==> src/rtl/muldiv_sequencer_if.sv <==
// Handshake/operand bundle between the execute stage and the iterative multiply/divide sequencer.
interface muldiv_sequencer_if #(
   parameter int DATA_W = 8
);
   logic              start;
   logic [3:0]        alu_ctrl;
   logic [DATA_W-1:0] op_a;
   logic [DATA_W-1:0] op_b;
   logic              flush;
   logic              stall;
   logic              busy;
   logic              done;
   logic [DATA_W-1:0] result;
   logic [DATA_W-1:0] result_hi;
   logic              div_by_zero;

   modport master (
      output start, alu_ctrl, op_a, op_b, flush,
      input  stall, busy, done, result, result_hi, div_by_zero
   );

   modport slave (
      input  start, alu_ctrl, op_a, op_b, flush,
      output stall, busy, done, result, result_hi, div_by_zero
   );
endinterface

==> src/rtl/muldiv_sequencer.sv <==
// Iterative shift-add multiplier / restoring divider taking DATA_W cycles, stalling the pipeline meanwhile.
// Define MULDIV_SIGNED_EN for two's-complement operands (magnitude datapath plus final sign fix-up).
module muldiv_sequencer #(
   parameter int DATA_W = 8
) (
   input logic               clk,
   input logic               rst_n,
   muldiv_sequencer_if.slave bus
);
   localparam int CW = (DATA_W > 1) ? $clog2(DATA_W) : 1;

   localparam logic [1:0] S_IDLE = 2'd0;
   localparam logic [1:0] S_RUN  = 2'd1;
   localparam logic [1:0] S_DONE = 2'd2;

   logic [1:0]        r_state;
   logic [CW-1:0]     r_cnt;
   logic              r_is_div;
   logic [DATA_W-1:0] r_acc;
   logic [DATA_W-1:0] r_mq;
   logic [DATA_W-1:0] r_opnd;
   logic [DATA_W-1:0] r_result;
   logic [DATA_W-1:0] r_result_hi;
   logic              r_dbz;

   logic              w_is_mul, w_is_div, w_accept, w_dbz_req;
   logic [DATA_W-1:0] w_a_mag, w_b_mag;
   logic [DATA_W:0]   w_sum, w_shift, w_trial;
   logic [DATA_W-1:0] w_acc_nxt, w_mq_nxt, w_fin_lo, w_fin_hi;

   assign w_is_mul  = (bus.alu_ctrl == 4'b1010);
   assign w_is_div  = (bus.alu_ctrl == 4'b1011);
   assign w_accept  = rst_n & bus.start & (w_is_mul | w_is_div) & ~bus.flush & (r_state != S_RUN);
   assign w_dbz_req = w_is_div & (bus.op_b == '0);

`ifdef MULDIV_SIGNED_EN
   logic r_neg_res, r_neg_rem;
   assign w_a_mag = bus.op_a[DATA_W-1] ? -bus.op_a : bus.op_a;
   assign w_b_mag = bus.op_b[DATA_W-1] ? -bus.op_b : bus.op_b;
`else
   assign w_a_mag = bus.op_a;
   assign w_b_mag = bus.op_b;
`endif

   assign bus.stall       = (r_state == S_RUN) | w_accept;
   assign bus.busy        = (r_state == S_RUN);
   assign bus.done        = (r_state == S_DONE);
   assign bus.result      = r_result;
   assign bus.result_hi   = r_result_hi;
   assign bus.div_by_zero = r_dbz;

   // One iteration: r_acc is partial-product high half / partial remainder, r_mq is multiplier / quotient.
   always_comb begin
      w_sum   = {1'b0, r_acc} + (r_mq[0] ? {1'b0, r_opnd} : '0);
      w_shift = {r_acc, r_mq[DATA_W-1]};
      w_trial = w_shift - {1'b0, r_opnd};
      if (r_is_div) begin
         w_acc_nxt = w_trial[DATA_W] ? w_shift[DATA_W-1:0] : w_trial[DATA_W-1:0];
         w_mq_nxt  = {r_mq[DATA_W-2:0], ~w_trial[DATA_W]};
      end else begin
         w_acc_nxt = w_sum[DATA_W:1];
         w_mq_nxt  = {w_sum[0], r_mq[DATA_W-1:1]};
      end
   end

   always_comb begin
      w_fin_lo = w_mq_nxt;
      w_fin_hi = w_acc_nxt;
`ifdef MULDIV_SIGNED_EN
      if (r_is_div) begin
         if (r_neg_res) w_fin_lo = -w_mq_nxt;
         if (r_neg_rem) w_fin_hi = -w_acc_nxt;
      end else if (r_neg_res) begin
         {w_fin_hi, w_fin_lo} = -{w_acc_nxt, w_mq_nxt};
      end
`endif
   end

   always_ff @(posedge clk or negedge rst_n) begin
      if (!rst_n) begin
         r_state     <= S_IDLE;
         r_cnt       <= '0;
         r_result    <= '0;
         r_result_hi <= '0;
         r_dbz       <= 1'b0;
      end else begin
         case (r_state)
            S_RUN: begin
               if (bus.flush) begin
                  r_state <= S_IDLE;
               end else if (r_cnt == '0) begin
                  r_state     <= S_DONE;
                  r_result    <= w_fin_lo;
                  r_result_hi <= w_fin_hi;
                  r_dbz       <= 1'b0;
               end else begin
                  r_cnt <= r_cnt - CW'(1);
               end
            end
            default: begin
               if (w_accept && w_dbz_req) begin
                  r_state     <= S_DONE;
                  r_result    <= '1;
                  r_result_hi <= bus.op_a;
                  r_dbz       <= 1'b1;
               end else if (w_accept) begin
                  r_state <= S_RUN;
                  r_cnt   <= CW'(DATA_W - 1);
               end else begin
                  r_state <= S_IDLE;
               end
            end
         endcase
      end
   end

   // Working registers carry no reset; they are always loaded on acceptance before use.
   always_ff @(posedge clk) begin
      if (w_accept) begin
         r_is_div <= w_is_div;
         r_acc    <= '0;
         r_mq     <= w_is_div ? w_a_mag : w_b_mag;
         r_opnd   <= w_is_div ? w_b_mag : w_a_mag;
`ifdef MULDIV_SIGNED_EN
         r_neg_res <= bus.op_a[DATA_W-1] ^ bus.op_b[DATA_W-1];
         r_neg_rem <= bus.op_a[DATA_W-1];
`endif
      end else if (r_state == S_RUN) begin
         r_acc <= w_acc_nxt;
         r_mq  <= w_mq_nxt;
      end
   end
endmodule

==> src/flat_wrapper.sv <==
// flat-port wrapper written by rule: the top's interface ports become plain ports
module muldiv_sequencer_flat 
#(
   parameter int DATA_W = 8
)
  (clk, rst_n, bus_start, bus_alu_ctrl, bus_op_a, bus_op_b, bus_flush, bus_stall, bus_busy, bus_done, bus_result, bus_result_hi, bus_div_by_zero);
  muldiv_sequencer_if #(.DATA_W(DATA_W)) bus_i ();
  input logic clk;
  input logic rst_n;
  input wire logic [$bits(bus_i.start)-1:0] bus_start;
  input wire logic [$bits(bus_i.alu_ctrl)-1:0] bus_alu_ctrl;
  input wire logic [$bits(bus_i.op_a)-1:0] bus_op_a;
  input wire logic [$bits(bus_i.op_b)-1:0] bus_op_b;
  input wire logic [$bits(bus_i.flush)-1:0] bus_flush;
  output wire logic [$bits(bus_i.stall)-1:0] bus_stall;
  output wire logic [$bits(bus_i.busy)-1:0] bus_busy;
  output wire logic [$bits(bus_i.done)-1:0] bus_done;
  output wire logic [$bits(bus_i.result)-1:0] bus_result;
  output wire logic [$bits(bus_i.result_hi)-1:0] bus_result_hi;
  output wire logic [$bits(bus_i.div_by_zero)-1:0] bus_div_by_zero;
  assign bus_i.start = bus_start;
  assign bus_i.alu_ctrl = bus_alu_ctrl;
  assign bus_i.op_a = bus_op_a;
  assign bus_i.op_b = bus_op_b;
  assign bus_i.flush = bus_flush;
  assign bus_stall = bus_i.stall;
  assign bus_busy = bus_i.busy;
  assign bus_done = bus_i.done;
  assign bus_result = bus_i.result;
  assign bus_result_hi = bus_i.result_hi;
  assign bus_div_by_zero = bus_i.div_by_zero;
  muldiv_sequencer #(.DATA_W(DATA_W)) u_core (.clk(clk), .rst_n(rst_n), .bus(bus_i));
endmodule
==> config.mk <==
export PLATFORM = sky130hd
export DESIGN_NAME = muldiv_sequencer_flat
export DESIGN_NICKNAME = d
export VERILOG_FILES = /design/src/rtl/muldiv_sequencer_if.sv /design/src/rtl/muldiv_sequencer.sv /design/src/flat_wrapper.sv
export SDC_FILE = /design/constraint.sdc
export NUM_CORES = 1
export LEC_CHECK = 0
export CAP_MARGIN = 20
export CORE_MARGIN = 5
export CORE_UTILIZATION = 65
export DETAILED_ROUTE_END_ITERATION = 6
export DONT_BUFFER_PORTS = 1
export PLACE_DENSITY_LB_ADDON = 0.15
export RECOVER_POWER = 100
export SLEW_MARGIN = 20
export SYNTH_ARGS = -nofsm -noshare
export SYNTH_HDL_FRONTEND = slang
export SYNTH_SLANG_ARGS = --single-unit
==> constraint.sdc <==
create_clock -name clk -period 4.2 [get_ports clk]
set_input_delay 0.84 -clock clk [delete_from_list [all_inputs] [get_ports clk]]
set_output_delay 0.84 -clock clk [all_outputs]
set_load 0.02 [all_outputs]
Word-level counts from Yosys, hierarchy flattened. Index checks and enable logic that the tools add are counted.

Flip-flop bits (word level): 47. Input bits: 24. Output and inout port bits: 20. Logic and storage cells: 68.

Add/sub/neg operators: 3. Eq/ne operators: 10. Multiplexer cells: 30. Bitwise gates (word level): 9. Reductions and logical operators: 7.

Operator list (count): 8-bit two-way mux (16); 3-bit two-way mux (5); 8-bit by 9-bit adder with 9-bit output (1); 9-bit by 8-bit subtractor with 9-bit output (1); 4-bit equality test, second input constant (2); 8-bit logical NOT (1); 2-bit two-way mux (4); 2-bit != test, second input constant (3); 1-bit AND (5); 1-bit two-way mux (5); 2-bit by 1-bit != test with 1-bit output, second input constant (2); 4-bit AND reduction (1); 2-bit nonzero test (2); 3-bit logical NOT (1); 3-bit by 2-bit != test with 1-bit output, second input constant (1); 3-bit AND reduction (1); 3-bit by 1-bit subtractor with 3-bit output, second input constant (1); 2-bit by 1-bit equality test with 1-bit output, second input constant (1); 2-bit equality test, second input constant (1); 1-bit NOT (2); 1-bit bitwise OR (2); 1-bit logical AND (1).

Logic depth before layout (Yosys ltp).
Word-level depth: 8. Depth in mapped cells: 11. Mapped depth without buffers: 10.

Least setup slack after synthesis. No wires, ideal clock.

Kind: input to output. Start: in bus_alu_ctrl[2]. End: out bus_stall. Data arrival time: 2.062 ns. Required time: 3.360 ns. Slack: 1.298 ns. Cell stages on the path: 6. Path buffers: 2. Cells stage by stage: nand3b_1 -> or3_1 -> buf_2 -> and2_1 -> clkbuf_1 -> inv_1.

Word-level cells in the longest chain between the ends: 6. Elaborated cells on any way between the ends: 7. Those cells by class: 2 x eq/ne; 5 x bitwise.

RTL lines: start, declared (line flat_wrapper.sv:11) `input wire logic [$bits(bus_i.alu_ctrl)-1:0] bus_alu_ctrl;`; 4-bit equality test (on tied branches) (line muldiv_sequencer.sv:31, muldiv_sequencer.sv:32); 1-bit bitwise OR (*) (line muldiv_sequencer.sv:33) `assign w_accept = rst_n & bus.start & (w_is_mul | w_is_div) & ~bus.flush & (r_state != S_RUN);`; 1-bit AND (*) (3 in a row) (line muldiv_sequencer.sv:33); 1-bit bitwise OR (*) (line muldiv_sequencer.sv:45) `assign bus.stall = (r_state == S_RUN) | w_accept;`; end, declared (line flat_wrapper.sv:15) `output wire logic [$bits(bus_i.stall)-1:0] bus_stall;`.

Mark *: on every way between the ends. The rest lies on a longest branch, timed or not.

Worst setup path after layout.
Start: reg u_core.r_mq[7]. End: reg u_core.r_result_hi[3], in the netlist u_core.bus.result_hi[3].

Word-level cells in the longest chain between the ends: 6.

RTL lines: start, declared (line muldiv_sequencer.sv:20) `logic [DATA_W-1:0] r_mq;`; start signal, assigned (line muldiv_sequencer.sv:122) `r_mq <= w_is_div ? w_a_mag : w_b_mag;`; start signal, assigned (line muldiv_sequencer.sv:130) `r_mq <= w_mq_nxt;`; 9-bit by 8-bit subtractor with 9-bit output (line muldiv_sequencer.sv:56) `w_trial = w_shift - {1'b0, r_opnd};`; 8-bit two-way mux (line muldiv_sequencer.sv:58) `w_acc_nxt = w_trial[DATA_W] ? w_shift[DATA_W-1:0] : w_trial[DATA_W-1:0];`; 8-bit two-way mux (line muldiv_sequencer.sv:57) `if (r_is_div) begin`; 8-bit two-way mux (line muldiv_sequencer.sv:91) `end else if (r_cnt == '0) begin`; 8-bit two-way mux (line muldiv_sequencer.sv:89) `if (bus.flush) begin`; 8-bit two-way mux (line muldiv_sequencer.sv:87) `case (r_state)`; end signal, assigned (line muldiv_sequencer.sv:94) `r_result_hi <= w_fin_hi;`; end signal, assigned (line muldiv_sequencer.sv:104) `r_result_hi <= bus.op_a;`; end, declared (line muldiv_sequencer.sv:23) `logic [DATA_W-1:0] r_result_hi;`.

No other way between the ends. The select of a mux whose other input is x is not followed. A chain may end at the register's enable or synchronous reset.

==> Implementation_results.wiki <==
{| class="wikitable"
! Metric !! Value
|-
| Num CTS Buffers || 5
|-
| Multiplexer share of the synthesized area || 0.0890
|-
| Final count of hold timing violations || 0
|-
| Final HPWL DP || 5.42 mm
|-
| Bufs on Longest Clock Path || 2
|-
| Clock tree from TritonCTS || done
|-
| Post CTS Setup Buffer Count || 0
|-
| Post-CTS Hold Buffers || 0
|-
| Worst EP required || 4.44 ns
|-
| Number of max-cap violations || 1
|-
| Worst Skew || a little under 0.008 ns
|-
| Overall die width || about 80 µm
|-
| Fillers || 379
|-
| Layout-stage area growth over the synthesis result || 2.70%
|-
| Count of H-tree levels built during CTS || 2
|-
| Switch Pwr || approximately 0.49 mW
|-
| Worst setup EP type || register
|-
| Number of enable-type register cells in the synthesized netlist || 17
|-
| Share of synthesized flip-flops with an asynchronous set or reset || 0.468
|-
| I/O pin count || between 40 and 50
|-
| Maximum net fanout on the critical path || 12
|-
| Reported leakage power || between 1 and 1.5 nW
|-
| Unrepaired setup endpoints after global routing || no
|-
| Post-synthesis net count || between 300 and 400
|-
| Worst-path clk slew || 0.08 ns
|-
| Portion of total power attributed to sequential cells || 0.441
|-
| Category of the worst setup path launch point || register
|-
| Switching Fraction || 0.343
|-
| Starting density of the core || 0.667
|-
| Share of layout cells above drive strength 1 || 0.0365
|-
| Post-route worst setup slack || around 0.96 ns
|-
| Max Transition Viols Final || 19
|-
| Fraction of synthesized cell area in xor and xnor cells || 0.0167
|-
| Clock sinks || 47
|-
| Post-Synth Simple-Gate Area || 0.189
|-
| Commonest cells after routing, fill and taps aside || sky130_fd_sc_hd__nand2_1 (52), sky130_fd_sc_hd__mux2i_1 (28), sky130_fd_sc_hd__a21oi_1 (27), sky130_fd_sc_hd__inv_1 (23), sky130_fd_sc_hd__dfrtp_1 (22)
|-
| Number of gates given a new drive strength after cts || 0
|-
| Count of unique library cells instantiated by Yosys || 58
|-
| Critical Setup Path Class || reg -> reg
|-
| Final critical path time including I/O delays and setup || roughly 3.2 ns
|-
| Final clock period utilization by the worst path || 0.770
|-
| Total number of vias || between 2000 and 2500
|-
| Run status || finished with violations
|-
| Cell Pwr Density || 446 nW/µm²
|-
| Area of the core || roughly 4700 µm²
|-
| Failing checks || max-capacitance violations, max-slew violations
|-
| Total routing usage reported by global routing || 0.237
|-
| GRT Residual Overflow || 0
|-
| Count of yosys warnings during synthesis || 0
|-
| Vias in the first global route || roughly 2400
|-
| Post-Syn Area || ~3200 µm²
|-
| Largest family of logic cells by synthesized area || simple AND/OR/NAND/NOR gates
|-
| Clock share of power || 0.233
|-
| Synth Area in Adders || 0.0842
|-
| Worst endpoint data arrival time || 3.47 ns
|-
| Clock tree root driver cell || sky130_fd_sc_hd__clkbuf_8
|-
| Max VDD drop || approximately 0.33 mV
|-
| Routability-driven placement congestion ratio || between 0.7 and 0.8
|-
| First-iteration detailed-routing DRC count || approximately 150
|-
| Total power || between 1 and 1.5 mW
|-
| Worst slew slack as a fraction of its limit || -0.0895
|-
| Antenna violations before repair || 0
|-
| Most common flop cell mapped by yosys || sky130_fd_sc_hd__dfrtp_1
|-
| Die Ht || around 80 µm
|-
| Number of standard-cell rows in the floorplan || 25
|-
| Average cell area after synthesis || between 9 and 10 µm²
|-
| Worst Setup Slack post-DPL || 1.14 ns
|-
| Proportion of synthesized chip area in sequential cells || 0.388
|-
| Synthesized instance count || about 330
|-
| Path category of the worst min-delay check || in -> async
|-
| DR vias/cell || between 6 and 7
|-
| First-pass GRT wire length || between 10 and 15 mm
|-
| Most frequent standard cell in the layout excluding fill and tap cells || sky130_fd_sc_hd__nand2_1
|-
| Antenna fix cells || 0
|-
| DRC errors left || 0
|-
| Pin count of the biggest net entering global routing || 26
|-
| Total detailed-routing wirelength || 6.98 mm
|-
| Die area || about 6300 µm²
|-
| Highest clock rate || around 310 MHz
|-
| First-pass iteration count of the detailed router || 4
|-
| Net count reported at finish || roughly 370
|-
| Port buffer count || 0
|-
| Cell Int Power || 0.947 mW
|-
| Setup TNS || 0 ns
|-
| Per-cell routed wire length || 17.6 µm
|-
| Portion of total power attributed to combinational logic || 0.326
|-
| Clock insertion delay at the later pin of the skew report || roughly 0.3 ns
|-
| Setup violators final || 0
|-
| Post-synthesis compound-gate area fraction || 0.180
|-
| Synthesis-stage register bit count || between 40 and 50
|-
| Number of routed nets with antenna violations || 0
|-
| Transition time at the pin with the least slew margin || ~1.6 ns
|-
| Worst hold slack || around 0.22 ns
|}
## cell families (layout without fill, tap and decap cells)
| group | after synthesis | after routing |
|---|---|---|
| muxes | 28 | 28 |
| DFF | 47 | 47 |
| buffers and inverters | 36 | 32 |
| xor gates and xnor gates | 6 | 6 |
| AOI/OAI and AO/OA | 80 | 80 |
| adders and majority gates | 20 | 20 |
| and+or+nand+nor | 116 | 116 |
## final timing paths
check / from / to / slack, ns / depth (start not counted)
worst max-delay path: u_core.r_mq[7] / u_core.bus.result_hi[3] / 0.96 / 10
worst min-delay path: rst_n / u_core.bus.result_hi[4] / 0.22 / 0
max in group asynchronous: rst_n / u_core.r_cnt[1] / 3.89 / 0
worst min register to register: u_core.r_cnt[2] / u_core.r_cnt[2] / 0.53 / 2
worst max register to register: u_core.r_mq[7] / u_core.bus.result_hi[3] / 0.96 / 10
min in group clk: u_core.r_cnt[2] / u_core.r_cnt[2] / 0.53 / 2
## layer usage
| layer | share of wire | wire length (µm) | up-vias | GRT usage |
|---|---|---|---|---|
| met3 | 0.080 | 557 | 14 | 0.0745 |
| met5 | 0 | 0 | - | 0 |
| met4 | 0.020 | 137 | 0 | 0.0704 |
| met1 | 0.40 | 2820 | 1132 | 0.290 |
| li1 | - | - | 1181 | - |
| met2 | 0.50 | 3460 | 65 | 0.400 |
## area by class of cell
cell class | instances | area [µm²] | share of cell area
Clock inverter | 2 | 35.0 | 0.0108
Sequential cell | 47 | 1220 | 0.377
Multi-Input combinational cell | 250 | 1720 | 0.531
Clock buffer | 6 | 82.6 | 0.0255
Inverter | 23 | 86.3 | 0.0267
Tap cell | 67 | 83.8 | 0.0259
Timing Repair Buffer | 1 | 7.51 | 0.00232
## registers in the layout (all words and copies together), names as in the netlist
name	count
u_core.r_acc	8
u_core.bus.div_by_zero	1
u_core.r_cnt	3
u_core.bus.result	8
u_core.r_mq	8
u_core.r_state	2
u_core.bus.result_hi	8
u_core.r_opnd	8
u_core.r_is_div	1
## power groups by stage
stage / Combinational [mW] / Clock (mW) / Sequential [mW]
floorplan: 0.415 / 0 / 0.624
global placement: 0.466 / 0 / 0.645
detailed placement: 0.480 / 0 / 0.646
CTS: 0.483 / 0.342 / 0.636
global route: 0.537 / 0.362 / 0.646
finish: 0.470 / 0.336 / 0.636
## critical path, stage by stage, from the launching register on
cell and delay (ns):
sky130_fd_sc_hd__edfxtp_1 0.42, sky130_fd_sc_hd__inv_1 0.11, sky130_fd_sc_hd__ha_1 0.19, sky130_fd_sc_hd__inv_1 0.06, sky130_fd_sc_hd__fa_1 0.42, sky130_fd_sc_hd__nand3_1 0.10
sky130_fd_sc_hd__and2_1 0.16, sky130_fd_sc_hd__o221ai_1 0.54, sky130_fd_sc_hd__or3b_1 0.58, sky130_fd_sc_hd__a311oi_1 0.42, sky130_fd_sc_hd__o22a_1 0.18
## Yosys cell counts, types with 6 or more instances
cell type / instances / area (µm²)
sky130_fd_sc_hd__and2_1: 10 / 62.6
sky130_fd_sc_hd__o22a_1: 8 / 70.1
sky130_fd_sc_hd__dfrtp_1: 22 / 551
sky130_fd_sc_hd__dfxtp_1: 8 / 160
sky130_fd_sc_hd__o21ai_0: 9 / 45.0
sky130_fd_sc_hd__ha_1: 18 / 225
sky130_fd_sc_hd__nor2_1: 14 / 52.6
sky130_fd_sc_hd__mux2i_1: 28 / 280
sky130_fd_sc_hd__a21o_1: 9 / 67.6
sky130_fd_sc_hd__nor3_1: 6 / 30.0
sky130_fd_sc_hd__nor2b_1: 7 / 43.8
sky130_fd_sc_hd__a21oi_1: 27 / 135
sky130_fd_sc_hd__inv_1: 21 / 78.8
sky130_fd_sc_hd__nand2_1: 52 / 195
sky130_fd_sc_hd__edfxtp_1: 17 / 510
## metrics by stage
| step | util | std cells | area, µm² |
|---|---|---|---|
| after CTS | 0.694 | 396 | 3280 |
| after global routing | 0.685 | 396 | 3240 |
| after floorplan | - | 333 | 3150 |
| final | 0.685 | 396 | 3240 |
| after detailed placement | 0.669 | 388 | 3160 |
| after global placement | 0.669 | 388 | 3160 |
Power figures use the tool's default switching activity.
